[src/rtl/arcade_input_pkg.sv]
// Shared types and constants for the arcade input front end.
package arcade_input_pkg;

  typedef enum logic [0:0] {
    ST_IDLE = 1'b0,
    ST_SCAN = 1'b1
  } scan_state_t;

  localparam logic [7:0] IDX_GAME   = 8'd1;
  localparam logic [7:0] IDX_KEYMAP = 8'd253;
  localparam logic [7:0] IDX_DIP    = 8'd254;

  localparam int BIT_RIGHT = 0;
  localparam int BIT_LEFT  = 1;
  localparam int BIT_DOWN  = 2;
  localparam int BIT_UP    = 3;
  localparam int BIT_BTN0  = 4;

  typedef struct packed {
    logic       pressed;
    logic       ext;
    logic [7:0] code;
  } key_event_t;

endpackage

[src/rtl/autofire_gen.sv]
// Free-running autofire phase generator and per-button gating.
module autofire_gen #(
  parameter int NB  = 12,
  parameter int DIV = 16
) (
  input  logic          clk,
  input  logic          reset,
  input  logic [NB-1:0] held,
  input  logic [NB-1:0] mask,
  output logic [NB-1:0] gated
);

  logic [DIV-1:0] cnt;

  always_ff @(posedge clk) begin
    if (reset) cnt <= '0;
    else       cnt <= cnt + 1'b1;
  end

  assign gated = held & ({NB{cnt[DIV-1]}} | ~mask);

endmodule

[src/rtl/arcade_input_mapper.sv]
// Keymap-driven player input mapper with DIP/game-index capture from ioctl.
// Optional per-button autofire is built when AUTOFIRE_EN is defined.
module arcade_input_mapper
  import arcade_input_pkg::*;
#(
  parameter int NUM_PLAYERS  = 2,
  parameter int NUM_BUTTONS  = 6,
  parameter int NUM_DIP      = 8,
  parameter int AUTOFIRE_DIV = 16
) (
  input  logic                                       clk,
  input  logic                                       reset,
  input  logic [10:0]                                ps2_key,
  input  logic [NUM_PLAYERS*16-1:0]                  joystick,
  input  logic [NUM_PLAYERS*NUM_BUTTONS-1:0]         autofire_mask,
  input  logic [24:0]                                ioctl_addr,
  input  logic [7:0]                                 ioctl_data,
  input  logic                                       ioctl_wr,
  input  logic [7:0]                                 ioctl_index,
  output logic [NUM_PLAYERS*(BIT_BTN0+NUM_BUTTONS)-1:0] controls,
  output logic [NUM_DIP*8-1:0]                       dip,
  output logic [3:0]                                 game_index,
  output logic                                       busy,
  output logic                                       overflow
);

  localparam int W     = BIT_BTN0 + NUM_BUTTONS;
  localparam int E     = NUM_PLAYERS * W;
  localparam int IDX_W = $clog2(E);
  localparam int DIP_W = (NUM_DIP > 1) ? $clog2(NUM_DIP) : 1;
  localparam logic [IDX_W-1:0] LAST = IDX_W'(E - 1);

  // Configuration storage: survives reset, powers up as zero.
  logic [7:0] km_code [E]       = '{default: 8'h00};
  logic       km_ext  [E]       = '{default: 1'b0};
  logic [7:0] dip_mem [NUM_DIP] = '{default: 8'h00};
  logic [3:0] game_r            = 4'd0;

  logic [IDX_W-1:0] km_sel;
  assign km_sel = ioctl_addr[IDX_W:1];

  always_ff @(posedge clk) begin
    if (ioctl_wr && ioctl_index == IDX_KEYMAP && ioctl_addr < 25'(2 * E)) begin
      if (ioctl_addr[0]) km_ext[km_sel]  <= ioctl_data[0];
      else               km_code[km_sel] <= ioctl_data;
    end
    if (ioctl_wr && ioctl_index == IDX_DIP && ioctl_addr < 25'(NUM_DIP))
      dip_mem[ioctl_addr[DIP_W-1:0]] <= ioctl_data;
    if (ioctl_wr && ioctl_index == IDX_GAME)
      game_r <= ioctl_data[3:0];
  end

  // Event detect: the key word is registered once, the toggle bit twice.
  logic [9:0]  key_q;
  logic        tog_d, tog_q;
  logic        event_seen;
  key_event_t  ev;

  always_ff @(posedge clk) begin
    key_q <= ps2_key[9:0];
    tog_d <= ps2_key[10];
    tog_q <= tog_d;
  end

  assign event_seen = (tog_d != tog_q);
  assign ev         = key_event_t'(key_q);

  scan_state_t      state;
  logic [IDX_W-1:0] idx;
  key_event_t       cur, pend;
  logic             pend_vld;
  logic             overflow_r;
  logic [E-1:0]     key_state;
  logic             hit;

  // Entry 0 is reserved as "unmapped" and never matches.
  assign hit = (idx != '0) && ({km_ext[idx], km_code[idx]} == {cur.ext, cur.code});

  always_ff @(posedge clk) begin
    if (reset) begin
      state      <= ST_IDLE;
      idx        <= '0;
      pend_vld   <= 1'b0;
      overflow_r <= 1'b0;
      key_state  <= '0;
    end else begin
      case (state)
        ST_IDLE: begin
          idx      <= '0;
          pend_vld <= pend_vld & event_seen;
          if (pend_vld || event_seen) state <= ST_SCAN;
        end
        default: begin
          if (hit) key_state[idx] <= cur.pressed;
          idx <= idx + 1'b1;
          if (idx == LAST) state <= ST_IDLE;
          if (event_seen) begin
            if (pend_vld) overflow_r <= 1'b1;
            else          pend_vld   <= 1'b1;
          end
        end
      endcase
    end
  end

  always_ff @(posedge clk) begin
    if (state == ST_IDLE) cur <= pend_vld ? pend : ev;
    if (event_seen && ((state == ST_IDLE) ? pend_vld : !pend_vld)) pend <= ev;
  end

  logic [E-1:0]                       held;
  logic [NUM_PLAYERS*NUM_BUTTONS-1:0] btn_held, btn_out;

  for (genvar p = 0; p < NUM_PLAYERS; p++) begin : g_player
    assign held[p*W +: W] = key_state[p*W +: W] | joystick[16*p +: W];
    assign btn_held[p*NUM_BUTTONS +: NUM_BUTTONS] = held[p*W+BIT_BTN0 +: NUM_BUTTONS];
    assign controls[p*W +: W] = {btn_out[p*NUM_BUTTONS +: NUM_BUTTONS],
                                 held[p*W +: BIT_BTN0]};
  end

`ifdef AUTOFIRE_EN
  autofire_gen #(
    .NB  (NUM_PLAYERS * NUM_BUTTONS),
    .DIV (AUTOFIRE_DIV)
  ) u_autofire (
    .clk   (clk),
    .reset (reset),
    .held  (btn_held),
    .mask  (autofire_mask),
    .gated (btn_out)
  );
`else
  assign btn_out = btn_held;
`endif

  // Joystick bits beyond the control word width (and the mask without autofire) are not used.
  logic unused_inputs;
  assign unused_inputs = ^{joystick, autofire_mask};

  for (genvar n = 0; n < NUM_DIP; n++) begin : g_dip
    assign dip[8*n +: 8] = dip_mem[n];
  end

  assign game_index = game_r;
  assign busy       = (state == ST_SCAN);
  assign overflow   = overflow_r;

endmodule

[config.mk]
export PLATFORM = sky130hd
export DESIGN_NAME = arcade_input_mapper
export DESIGN_NICKNAME = d
export VERILOG_FILES = /design/src/rtl/arcade_input_pkg.sv /design/src/rtl/autofire_gen.sv /design/src/rtl/arcade_input_mapper.sv
export SDC_FILE = /design/constraint.sdc
export NUM_CORES = 1
export LEC_CHECK = 0
export ABC_CLOCK_PERIOD_IN_PS = 2800
export BUFFER_PORTS_ARGS = -buffer_cell sky130_fd_sc_hd__buf_4
export CORE_UTILIZATION = 40
export CTS_BUF_LIST = sky130_fd_sc_hd__clkbuf_16
export CTS_CLUSTER_DIAMETER = 100
export CTS_CLUSTER_SIZE = 16
export DETAILED_ROUTE_END_ITERATION = 6
export PLACE_DENSITY_LB_ADDON = 0.12
export SLEW_MARGIN = 10
export SYNTH_ARGS = -nofsm -noshare
export SYNTH_HDL_FRONTEND = slang
export SYNTH_HIERARCHICAL = 1
export SYNTH_SLANG_ARGS = --single-unit
[constraint.sdc]
create_clock -name clk -period 2.8 [get_ports clk]
set_clock_uncertainty 0.05 [all_clocks]
set_input_delay 0.56 -clock clk [delete_from_list [all_inputs] [get_ports clk]]
set_output_delay 0.56 -clock clk [all_outputs]
set_load 0.05 [all_outputs]
Word-level counts from Yosys, hierarchy flattened
Memory sizes are Yosys's and may differ from the RTL's. A register that Yosys moved wholly into a read port is not among the register bits.
Index checks and enable logic that the tools add are counted.
- add/sub/neg operators: 1
- multiply operators: 0
- div/mod/pow operators: 0
- magnitude comparators: 4
- equal/unequal tests: 7
- shift operators: 0
- muxes and demuxes: 20
- bitwise logic cells: 4
- reductions and logical operators: 14
- operators by type and width (operator ; number):
    $lt A25 B4 Y1 const B ; 1
    $lt A25 B6 Y1 const B ; 1
    $bwmux W20 ; 1
    $or A10 B10 Y10 ; 2
    $eq A8 B8 Y1 const B ; 2
    $mux W1 ; 15
    $mux W10 ; 1
    $mux W5 ; 2
    $eq A9 B9 Y1 ; 1
    $eq A8 B1 Y1 const B ; 1
    $logic_and A1 B1 Y1 ; 8
    $lt A5 B6 Y1 const B ; 1
    $add A5 B1 Y5 const B ; 1
    $demux W1 S5 ; 1
    $eq A5 B5 Y1 const B ; 1
    $ge A5 B1 Y1 const B ; 1
    $reduce_bool A5 Y1 ; 1
    $reduce_and A3 Y1 ; 1
    $ne A2 B2 Y1 const B ; 1
    $reduce_and A2 Y1 ; 1
    $reduce_or A2 Y1 ; 1
    $and A1 B1 Y1 ; 1
    $logic_not A1 Y1 ; 1
    $logic_or A1 B1 Y1 ; 1
    2 further kinds ; 2
- flip-flop bits (word level): 64
- bits in latches: 0
- bits in writable memories: 244
- bits in read-only memories: 0
- output and inout port bits: 90
- word-level logic and storage cells: 68
- memories: 3
- memory list (memory ; words ; bits a word ; read ports ; clocked after memory_dff ; wr ports ; line ; RTL):
    km_code ; 20 ; 8 ; 1 ; 1 ; 1 ; arcade_input_mapper.sv:34 ; logic [7:0] km_code [E] = '{default: 8'h00};
    dip_mem ; 8 ; 8 ; 8 ; 0 ; 1 ; arcade_input_mapper.sv:36 ; logic [7:0] dip_mem [NUM_DIP] = '{default: 8'h00};
    km_ext ; 20 ; 1 ; 1 ; 1 ; 1 ; arcade_input_mapper.sv:35 ; logic km_ext [E] = '{default: 1'b0};

Longest topological paths before layout
Gate-level depths: netlist of the first run.
- depth after elaboration: 5
- mapped depth: 12

Worst setup path before layout of the first run
OpenSTA, ideal clock, no wires.
- kind: register to register
- start: register idx[0]
- end: register key_state[1]
- library setup time: 0.132 ns
- data arrival time: 2.574 ns
- required time: 2.618 ns
- path slack: 0.044 ns
- cell stages (with the launch flop): 12
- path buffers: 3
- period minus slack after synthesis: 2.756 ns
- cells stage by stage: dfxtp_1 > buf_6 > buf_6 > mux2i_1 > o22ai_1 > or3b_1 > nor3_2 > o211ai_1 > nor4_4 > buf_6 > nand4_1 > mux2i_1
- word-level cells in the longest chain between the ends: 5
- ends and longest elaborated chain (element ; line ; RTL):
    start: declaration ; arcade_input_mapper.sv:69 ; logic [IDX_W-1:0] idx;
    start signal: assignment ; arcade_input_mapper.sv:95 ; idx <= idx + 1'b1;
    $lt A5 B6 Y1 (not written as such) or $ge A5 B1 Y1 (tied branches) ; arcade_input_mapper.sv:94 ; if (hit) key_state[idx] <= cur.pressed;
    $logic_and A1 B1 Y1 (not written as such) ; arcade_input_mapper.sv:94 ;
    $mux W1 (not written as such) ; arcade_input_mapper.sv:94 ;
    $demux W1 S5 ; arcade_input_mapper.sv:94 ;
    $bwmux W20 ; arcade_input_mapper.sv:94 ;
    end signal: indexed assignment ; arcade_input_mapper.sv:94 ;
    end: declaration ; arcade_input_mapper.sv:73 ; logic [E-1:0] key_state;
Several ways; a longest one is shown, not always the timed one.
A chain may end at the register's enable or synchronous reset.

Worst setup path in the final report of the first run
- start: register idx[0]
- end: register key_state[5]
Same word-level chain as after synthesis.

==> flow_summary_export.csv, run 1 <==
group,metric,value,unit
status,status,"finished with violations",
status,violations,"setup timing",
critical_path,crit_path_max_fanout,9,
critical_path,r2r_cells,11,
detailed_routing,remaining_drc_errors,0,
sta,tightest_slew,0.7690,ns
sta,slew_violations,0,
floorplanning,initial_utilization,41.14,%
floorplanning,die_w,175.0,um
global_route,antenna_found_initial,0,
critical_path,cp_top_family,"simple AND/OR/NAND/NOR gates",
sta,whs,0.07956,ns
detailed_routing,num_vias,6930,
power_and_ir_drop,power_density,577.1,nW/um2
clocking,cts.clk_slew.worst_paths,0.08,ns
sta,slew_headroom,48.26,%
finish,fin_util,51.70,%
logic_synthesis,synth_edf_count,268,
critical_path,critPathKind,"flip-flop to flip-flop",
sta,final.setup.tns,-0.6871,ns
critical_path,reg2reg_slack,-0.07,ns
clocking,cts_tree,"built",
clocking,cts_max_path_buffers,3,
logic_synthesis,synth_ff_type,"edfxtp_1",
critical_path,critPathLaunchType,"flip-flop",
critical_path,r2r-start,"idx[0]",
critical_path,worstPathArrival,3.21,ns
critical_path,critPathLaunch,"idx[0]",
min_path,hp-start,"ps2_key[1]",
finish,syn_to_final_growth,25.68,%
detailed_routing,dr.pass1.iters,5,
sta,fin_crit_sh,102.5,%
logic_synthesis,synth-seq-area-share,73.94,%
min_path,whs_endpoint,"ev[1]",
sta,setup_viol,18,
global_route,overflow,0,
critical_path,crit_required,3.14,ns
sta,finalCriticalPeriod,2.871,ns
global_route,grt_pass1_wl,42.22,mm
global_route,grt_max_degree,50,
sta,hold_violations,0,
floorplanning,dieArea,30610,um2
finish,nFillCells,2408,
critical_path,cpPeakStageDelay,0.45,ns
detailed_routing,drt_wl_total,28.01,mm
critical_path,crit_buf_inv,3,
global_route,grtUsageTotal,18.35,%
finish,num_antenna_cells,0,
placement,hpwl,18.60,mm
placement,place_ws,-0.4012,ns
detailed_routing,drt_iter0_drc,486,
placement,place_area,14150,um2
finish,drive_gt1_share,37.64,%
clocking,hold_buffers,0,
finish,finalNetCount,1063,
detailed_routing,wire_per_inst,20.73,um
logic_synthesis,netlist_instances,709,
power_and_ir_drop,ir_worst_vdd,0.0004039,V
critical_path,cpMaxStageDelayCell,"dfxtp_4",
power_and_ir_drop,power,8.680,mW
sta,rsz0062_at_grt,"true",
logic_synthesis,async_reset_ff_share,0,%
sta,max_freq,348.3,MHz
logic_synthesis,syn-num-nets,812,
detailed_routing,via_per_inst,5.130,
clocking,cts_max_level,1,
detailed_routing,ant_nets,0,
clocking,cts.sinks,308,
critical_path,cp_cell_sequence,"buf_4 -> mux2i_1 -> a22oi_1 -> and4b_1 -> nor4_2 -> o21ai_1 -> nor4_4 -> buf_6 -> clkbuf_16 -> nand4_1 -> mux2i_1",
min_path,holdPathStages,1,
clocking,clk_latency,0.53,ns
critical_path,crit_path_end_kind,"flip-flop",
logic_synthesis,synth-seq-cells,308,
placement,io_buffer_count,164,
logic_synthesis,syn_avg_cell_area,16.88,um2
clocking,cts_buffers,23,
flow_run,drv_cap,0,
sta,fin_ws,-0.07093,ns
critical_path,r2r_end,"key_state[5]",
floorplanning,core-area,29090,um2
critical_path,worst_path_most_repeated_cell,"mux2i_1",
finish,fin_cells,1351,
clocking,cts-root-buf,"clkbuf_16",
logic_synthesis,synth_area,11970,um2
finish,design_area,15040,um2
placement,gp_congestion,0.8306,
min_path,hold_class,"input port to flip-flop",
power_and_ir_drop,leakage,5.374,nW
logic_synthesis,yosysWarnings,6,
logic_synthesis,synth_cell_type_count,61,
floorplanning,std_cell_rows,62,
placement,place_inst,1303,
floorplanning,ios,189,
floorplanning,die_h,175.0,um
global_route,grt_pass1_vias,7306,
-- layer usage --
metal | share of wire [%] | wire, um | vias to the layer above | track usage, %
li1 | - | - | 3228 | -
met1 | 42 | 11670 | 3427 | 22.92
met2 | 49 | 13850 | 233 | 32.34
met3 | 6.2 | 1739 | 42 | 3.764
met4 | 2.7 | 760 | 0 | 4.783
met5 | 0 | 0 | - | 0
-- flip-flops by register name, summed over array words and instances (netlist names) --
signal      flops
km_code       160
dip_mem        64
key_state      20
km_ext         20
cur            10
ev             10
pend           10
idx             5
game_index      4
busy            1
overflow        1
pend_vld        1
tog_d           1
tog_q           1
-- what timing repair did --
action,4_1_cts,5_1_grt
endpoints found under the setup margin,19,19
pin swaps,3,10
resized for setup,6,18
buffers inserted,8,6
cloned,0,2
-- cells by family (layout without fill, tap and decap cells) --
| family | Yosys count | in the layout | synth area share (%) |
|---|---|---|---|
| mux | 98 | 98 | 11.16 |
| compound gates | 43 | 43 | 2.394 |
| simple gates | 211 | 211 | 9.807 |
| fa+ha+maj | 4 | 4 | 0.4182 |
| flops | 308 | 308 | 73.94 |
| xor+xnor | 7 | 7 | 0.5123 |
| buf+inv | 38 | 296 | 1.777 |
-- cells in the mapped netlist, drive strengths merged, types with 2 or more instances --
| library cell | n | share of area, % |
|---|---|---|
| nand3 | 6 | 0.25 |
| dfxtp | 40 | 6.7 |
| xnor2 | 3 | 0.22 |
| mux2 | 10 | 0.94 |
| and3 | 2 | 0.10 |
| o21ai | 4 | 0.17 |
| nor4b | 2 | 0.15 |
| and2 | 4 | 0.21 |
| o22ai | 13 | 0.68 |
| mux4 | 27 | 5.1 |
| ha | 4 | 0.42 |
| nor3 | 7 | 0.33 |
| nand3b | 3 | 0.19 |
| nor2b | 8 | 0.42 |
| xor2 | 4 | 0.29 |
| a211oi | 2 | 0.13 |
| a22oi | 6 | 0.38 |
| or3b | 2 | 0.15 |
| or2 | 20 | 1.0 |
| clkbuf | 11 | 0.35 |
| nor2 | 63 | 2.0 |
| buf | 19 | 1.2 |
| edfxtp | 268 | 67 |
| nand4 | 20 | 1.0 |
| and4 | 2 | 0.15 |
| nor3b | 2 | 0.17 |
| mux2i | 61 | 5.1 |
| nand2 | 22 | 0.69 |
| nor4 | 9 | 0.65 |
| nand2b | 30 | 1.6 |
| a31oi | 3 | 0.16 |
| inv | 8 | 0.25 |
| a21oi | 6 | 0.25 |
| nand4b | 3 | 0.22 |
-- how the worst max path moves through the flow --
stage / endpoint / slack (ns) / cells past startpoint
floorplan: key_state[1] / 0.04 / 11
global placement: km_code[15][1] / -0.34 / 10
detailed placement: km_code[15][3] / -0.40 / 10
CTS: key_state[13] / -0.02 / 10
global route: key_state[14] / -0.15 / 11
finish: key_state[5] / -0.07 / 11
-- cell usage in the layout, fill, tap and decap left out, types with 4 or more instances in the layout --
master	count
mux2_2	10
a22oi_1	4
dfxtp_1	36
nand2_1	22
nor3_1	5
nor2_1	61
a21oi_1	6
edfxtp_1	268
nor4_1	7
or2_2	20
clkbuf_16	25
nand3_1	6
ha_1	4
buf_4	244
and2_1	4
nand2b_1	30
o22ai_1	12
nor2b_1	8
mux2i_1	60
mux4_2	27
inv_1	15
buf_12	7
nand4_1	20
xor2_1	4
-- where the power goes --
group / switching (mW) / leakage [nW] / internal [mW]
clock: 1.51 / 0.337 / 1.49
sequential: 0.0338 / 2.75 / 5.03
combinational: 0.335 / 2.29 / 0.280
-- final cells by class --
type	instances	area, um2	area share (%)
flip-flops and latches	308	8859	58.90
multi-input cells	363	2978	19.80
repair buffers	256	2056	13.67
clock buffers	23	575.6	3.827
well taps	384	480.5	3.194
clock inverters	9	62.56	0.4159
inverters	8	30.03	0.1997
Note: power is estimated with default switching activity, not from simulation.
==> run 2, diff against run 1 <==
--- a/config.mk
+++ b/config.mk
@@ -7,6 +7,7 @@
 export LEC_CHECK = 0
 export ABC_CLOCK_PERIOD_IN_PS = 2800
 export BUFFER_PORTS_ARGS = -buffer_cell sky130_fd_sc_hd__buf_4
+export CAP_MARGIN = 20
 export CORE_UTILIZATION = 40
 export CTS_BUF_LIST = sky130_fd_sc_hd__clkbuf_16
 export CTS_CLUSTER_DIAMETER = 100
==> constraint.sdc (replaced) <==
create_clock -name clk -period 2.8 [get_ports clk]
set_clock_uncertainty 0.05 [all_clocks]
set_input_delay 0.28 -clock clk [delete_from_list [all_inputs] [get_ports clk]]
set_output_delay 0.28 -clock clk [all_outputs]
set_load 0.05 [all_outputs]
==> run 2 against run 1 <==
Effect of this change:
- the flow now finishes without violations
- critical path depth fell by 1
- die area did not move
- worst hold slack lost 0.032 ns
- non-clock buffer count is 7 lower
- total power about the same
- core utilization fell by 0.18 points
- sequential cell count stayed put
- clock-buffer cell count unchanged
- cell count shrank 0.44%
- wire length down 0.31%
- sequential power is essentially flat
- setup slack gained 0.090 ns
- critical path type unchanged
- highest routed layer unchanged
==> flow_summary_export.csv, run 2 (synthesis gave the netlist of run 1 again) <==
group,metric,value,unit
status,status,"finished clean",
clocking,clk_latency,0.54,ns
clocking,cts_max_path_buffers,3,
clocking,cts-root-buf,"clkbuf_16",
clocking,cts_max_level,1,
global_route,grtUsageTotal,18.44,%
finish,syn_to_final_growth,25.23,%
detailed_routing,num_vias,6941,
placement,place_inst,1294,
detailed_routing,wire_per_inst,20.76,um
floorplanning,die_h,175.0,um
sta,hold_violations,0,
sta,whs,0.04770,ns
critical_path,crit_path_max_fanout,19,
critical_path,worstPathArrival,3.12,ns
floorplanning,std_cell_rows,62,
sta,slew_headroom,46.91,%
critical_path,crit_required,3.14,ns
flow_run,drv_cap,0,
critical_path,critPathLaunchType,"flip-flop",
sta,slew_violations,0,
finish,final_common_cell,"edfxtp_1",
detailed_routing,ant_nets,0,
floorplanning,ios,189,
floorplanning,die_w,175.0,um
placement,hpwl,18.84,mm
finish,finalNetCount,1056,
global_route,use_met1,22.87,%
global_route,grt_pass1_wl,42.44,mm
finish,final-seq-area,8853,um2
sta,fin_crit_sh,99.31,%
clocking,cts_tree,"built",
sta,finalCriticalPeriod,2.781,ns
detailed_routing,dr.pass1.iters,4,
critical_path,crit_path_end_kind,"flip-flop",
critical_path,critPathKind,"flip-flop to flip-flop",
min_path,hp-start,"ioctl_index[4]",
critical_path,r2r_end,"key_state[18]",
critical_path,r2r_cells,10,
detailed_routing,via_per_inst,5.161,
detailed_routing,drt_iter0_drc,544,
min_path,holdPathStages,2,
finish,nFillCells,2430,
sta,rsz0062_at_grt,"true",
global_route,grt_max_degree,50,
global_route,met3_usage,4.112,%
global_route,grt_pass1_vias,7347,
critical_path,r2r-start,"idx[0]",
floorplanning,initial_utilization,41.14,%
min_path,whs_endpoint,"game_index[2]",
sta,tightest_slew,0.7891,ns
power_and_ir_drop,ir_worst_vdd,0.0005131,V
sta,setup_viol,0,
clocking,cts.clk_slew.worst_paths,0.08,ns
clocking,cts_buffers,23,
global_route,overflow,0,
finish,max_flop_register,"km_code",
sta,max_freq,359.6,MHz
sta,final.setup.tns,0,ns
global_route,grtUsageMet2,31.89,%
finish,drive_gt1_share,35.73,%
critical_path,reg2reg_slack,0.02,ns
placement,io_buffer_count,164,
floorplanning,core-area,29090,um2
power_and_ir_drop,leakage,5.323,nW
clocking,cts.sinks,308,
finish,largest_register_ffs,160,
detailed_routing,remaining_drc_errors,0,
min_path,hold_class,"input port to flip-flop",
finish,final_cell_mix,"edfxtp_1, buf_4, nor2_1",
finish,fin_util,51.52,%
finish,fin_cells,1345,
finish,multi_input_area,2984,um2
floorplanning,dieArea,30610,um2
global_route,antenna_found_initial,2,
power_and_ir_drop,power_density,578.7,nW/um2
placement,gp_congestion,0.8173,
global_route,grt.busiest_layer,"met2",
detailed_routing,drt_wl_total,27.92,mm
[run 2: worst max-delay path by stage]
stage | from | endpoint | slack (ns) | cells after the start
2_1_floorplan | idx[0] | key_state[1] | 0.04 | 11
3_3_place_gp | idx[1] | key_state[13] | -0.05 | 9
3_5_place_dp | idx[1] | key_state[3] | -0.09 | 9
4_1_cts | idx[0] | key_state[3] | 0.002 | 9
5_1_grt | idx[0] | key_state[7] | -0.1 | 10
6_report | idx[0] | key_state[18] | 0.02 | 10
[run 2: critical path: stages (launching register included)]
cell     delay [ns]
dfxtp_4        0.44
buf_12         0.18
mux4_2         0.56
mux2i_4        0.20
nor3_1         0.08
nor4_2         0.23
o21ai_1        0.14
nor4_4         0.27
buf_12         0.19
nand4_1        0.12
mux2i_1        0.15
[run 2: per-layer routing]
metal	part of all wire, %	up-vias
li1	-	3217
met1	42	3458
met2	49	225
met3	6.1	41
met4	3.0	0
met5	0	-
[run 2: timing repair]
item	in CTS	in global routing
setup endpoints to repair	19	19
pin swaps	0	6
hold buffers	12	0
buffers inserted	6	0
resized for setup	9	12
endpoints found under the hold margin	12	0
[run 2: where the power goes]
group / internal [mW] / switching (mW) / leakage (nW)
Combinational: 0.273 / 0.329 / 2.24
Sequential: 5.03 / 0.0347 / 2.75
Clock: 1.49 / 1.52 / 0.337
[run 2: final cells by class]
cell class | instances | area share (%)
Inverter | 8 | 0.2004
Clock buffer | 23 | 3.840
Clock inverter | 9 | 0.4174
Sequential cell | 308 | 59.07
Antenna cell | 1 | 0.01670
Multi-Input combinational cell | 363 | 19.91
Timing Repair Buffer | 249 | 13.33
Tap cell | 384 | 3.206
[run 2: stage by stage]
stage	area, um2	setup slack (ns)	power, mW
global route	14990	-0.09978	8.950
floorplan	11970	0.04435	5.467
finish	14990	0.01934	8.673
CTS	14930	0.001658	8.765
global placement	14080	-0.04858	5.725
detailed placement	14080	-0.08636	5.735
==> run 3, diff against run 2 <==
--- a/config.mk
+++ b/config.mk
@@ -5,9 +5,8 @@
 export SDC_FILE = /design/constraint.sdc
 export NUM_CORES = 1
 export LEC_CHECK = 0
-export ABC_CLOCK_PERIOD_IN_PS = 2800
+export ABC_CLOCK_PERIOD_IN_PS = 3500
 export BUFFER_PORTS_ARGS = -buffer_cell sky130_fd_sc_hd__buf_4
-export CAP_MARGIN = 20
 export CORE_UTILIZATION = 40
 export CTS_BUF_LIST = sky130_fd_sc_hd__clkbuf_16
 export CTS_CLUSTER_DIAMETER = 100
==> constraint.sdc (replaced) <==
create_clock -name clk -period 3.5 [get_ports clk]
set_clock_uncertainty 0.05 [all_clocks]
set_input_delay 0.35 -clock clk [delete_from_list [all_inputs] [get_ports clk]]
set_output_delay 0.35 -clock clk [all_outputs]
set_load 0.05 [all_outputs]
==> run 3 against run 2 <==
Effect of this change:
- global-route usage decreased by 0.38 points
- via count is 1.6% lower
- wire length decreased by 2.5%
- total power fell by 21%
- critical endpoint is now key_state[13]
==> flow_summary_export.csv, run 3 (synthesis gave the netlist of run 1 again) <==
group,metric,value,unit
detailed_routing,ant_nets,0,
finish,drive_gt1_share,31.97,%
placement,io_buffer_count,164,
floorplanning,core-area,29090,um2
finish,largest_register_ffs,160,
clocking,cts_resized,0,
floorplanning,std_cell_rows,62,
sta,final.setup.tns,0,ns
finish,max_flop_register,"km_code",
finish,nFillCells,2444,
sta,fin_crit_sh,88.99,%
min_path,whs_endpoint,"pend_vld",
sta,finalCriticalPeriod,3.115,ns
detailed_routing,num_vias,6833,
clocking,cts.sinks,308,
sta,tightest_slew,0.7383,ns
critical_path,crit_required,3.83,ns
global_route,overflow,0,
critical_path,critPathLaunch,"idx[0]",
clocking,cts_tree,"built",
floorplanning,die_h,175.0,um
finish,final-seq-area,8852,um2
critical_path,reg2reg_slack,0.39,ns
global_route,grt_max_degree,50,
global_route,antenna_found_initial,1,
clocking,cts_setup_buffers,0,
critical_path,crit_path_max_fanout,19,
clocking,hold_buffers,11,
global_route,grt_pass1_wl,41.60,mm
finish,multi_input_area,2907,um2
flow_run,drv_cap,0,
finish,final_common_cell,"edfxtp_1",
finish,num_antenna_cells,0,
detailed_routing,drt_wl_total,27.22,mm
finish,finalNetCount,1025,
critical_path,r2r-start,"idx[0]",
clocking,cts_buffers,23,
min_path,hp-start,"reset",
placement,place_inst,1270,
detailed_routing,dr.pass1.iters,6,
status,status,"finished clean",
sta,slew_violations,0,
floorplanning,initial_utilization,41.14,%
placement,hpwl,17.94,mm
sta,rsz0062_at_grt,"false",
critical_path,r2r_cells,10,
finish,syn_to_final_growth,21.97,%
floorplanning,die_w,175.0,um
sta,slew_headroom,50.32,%
floorplanning,dieArea,30610,um2
detailed_routing,remaining_drc_errors,0,
critical_path,r2r_end,"key_state[13]",
min_path,holdPathStages,2,
detailed_routing,via_per_inst,5.204,
power_and_ir_drop,ir_worst_vdd,0.0003454,V
global_route,grt_pass1_vias,7298,
finish,fin_cells,1313,
detailed_routing,wire_per_inst,20.73,um
sta,setup_viol,0,
critical_path,worstPathArrival,3.45,ns
clocking,cts_max_level,1,
clocking,cts.clk_slew.worst_paths,0.08,ns
power_and_ir_drop,power_density,472.3,nW/um2
floorplanning,ios,189,
finish,design_area,14600,um2
min_path,hold_class,"input port to flip-flop",
sta,max_freq,321.0,MHz
placement,gp_congestion,0.8029,
detailed_routing,drt_iter0_drc,566,
global_route,grtUsageTotal,18.06,%
critical_path,critPathKind,"flip-flop to flip-flop",
finish,final_cell_mix,"edfxtp_1, buf_4, nor2_1",
critical_path,crit_path_end_kind,"flip-flop",
placement,place_area,13850,um2
clocking,cts-root-buf,"clkbuf_16",
clocking,clk_latency,0.54,ns
sta,hold_violations,0,
critical_path,critPathLaunchType,"flip-flop",
clocking,cts_max_path_buffers,3,
power_and_ir_drop,leakage,5.132,nW
run 3: cell types whose count changed in the layout (fill, tap and decap cells not counted), sizes merged:
| cell | change |
|---|---|
| buf | -30 |
| diode | -1 |
| dlygate4sd3 | -1 |
run 3: final cells by class:
cell class / count / share of cell area (%)
clock buffers: 23 / 3.943
clock inverters: 9 / 0.4286
inverters: 8 / 0.2057
multi-input cells: 363 / 19.91
flip-flops and latches: 308 / 60.65
well taps: 384 / 3.292
repair buffers: 218 / 11.57
run 3: report_power, final:
part | total (mW) | leakage [nW] | internal [mW] | switching (mW)
clock network | 2.40 | 0.337 | 1.19 | 1.20
registers | 4.06 | 2.75 | 4.02 | 0.0327
logic | 0.440 | 2.05 | 0.190 | 0.251
run 3: through the flow:
stage / setup slack (ns) / utilization (%) / power, mW / hold slack [ns]
2_1_floorplan: 0.7443 / - / 4.374 / 0.2987
3_3_place_gp: 0.4056 / 47.60 / 4.565 / 0.3057
3_5_place_dp: 0.3818 / 47.60 / 4.572 / 0.3044
4_1_cts: 0.3698 / 50.18 / 6.962 / 0.06521
5_1_grt: 0.1765 / 50.18 / 7.097 / 0.1055
6_report: 0.3852 / 50.18 / 6.893 / 0.08614
run 3: how the worst max path moves through the flow:
stage | endpoint | slack, ns | cells after the start
3_5_place_dp | key_state[13] | 0.38 | 9
3_3_place_gp | key_state[18] | 0.41 | 9
6_report | key_state[13] | 0.39 | 10
2_1_floorplan | key_state[1] | 0.74 | 11
4_1_cts | key_state[13] | 0.37 | 9
5_1_grt | key_state[7] | 0.18 | 10
run 3: routing by layer:
metal / GRT usage (%) / vias up / share of wire, % / wire length [um]
li1: - / 3151 / - / -
met1: 22.84 / 3415 / 42 / 11540
met2: 31.46 / 230 / 49 / 13310
met3: 3.677 / 37 / 6.3 / 1710
met4: 4.891 / 0 / 2.4 / 660
met5: 0 / - / 0 / 0
run 3: critical path, stage by stage, from the launching register on:
cell	delay, ns
dfxtp_4	0.61
buf_4	0.34
mux2i_1	0.27
o22ai_1	0.09
a211oi_1	0.48
and3b_1	0.23
o21ai_1	0.09
nor4_4	0.31
buf_12	0.19
nand4_1	0.13
mux2i_1	0.16
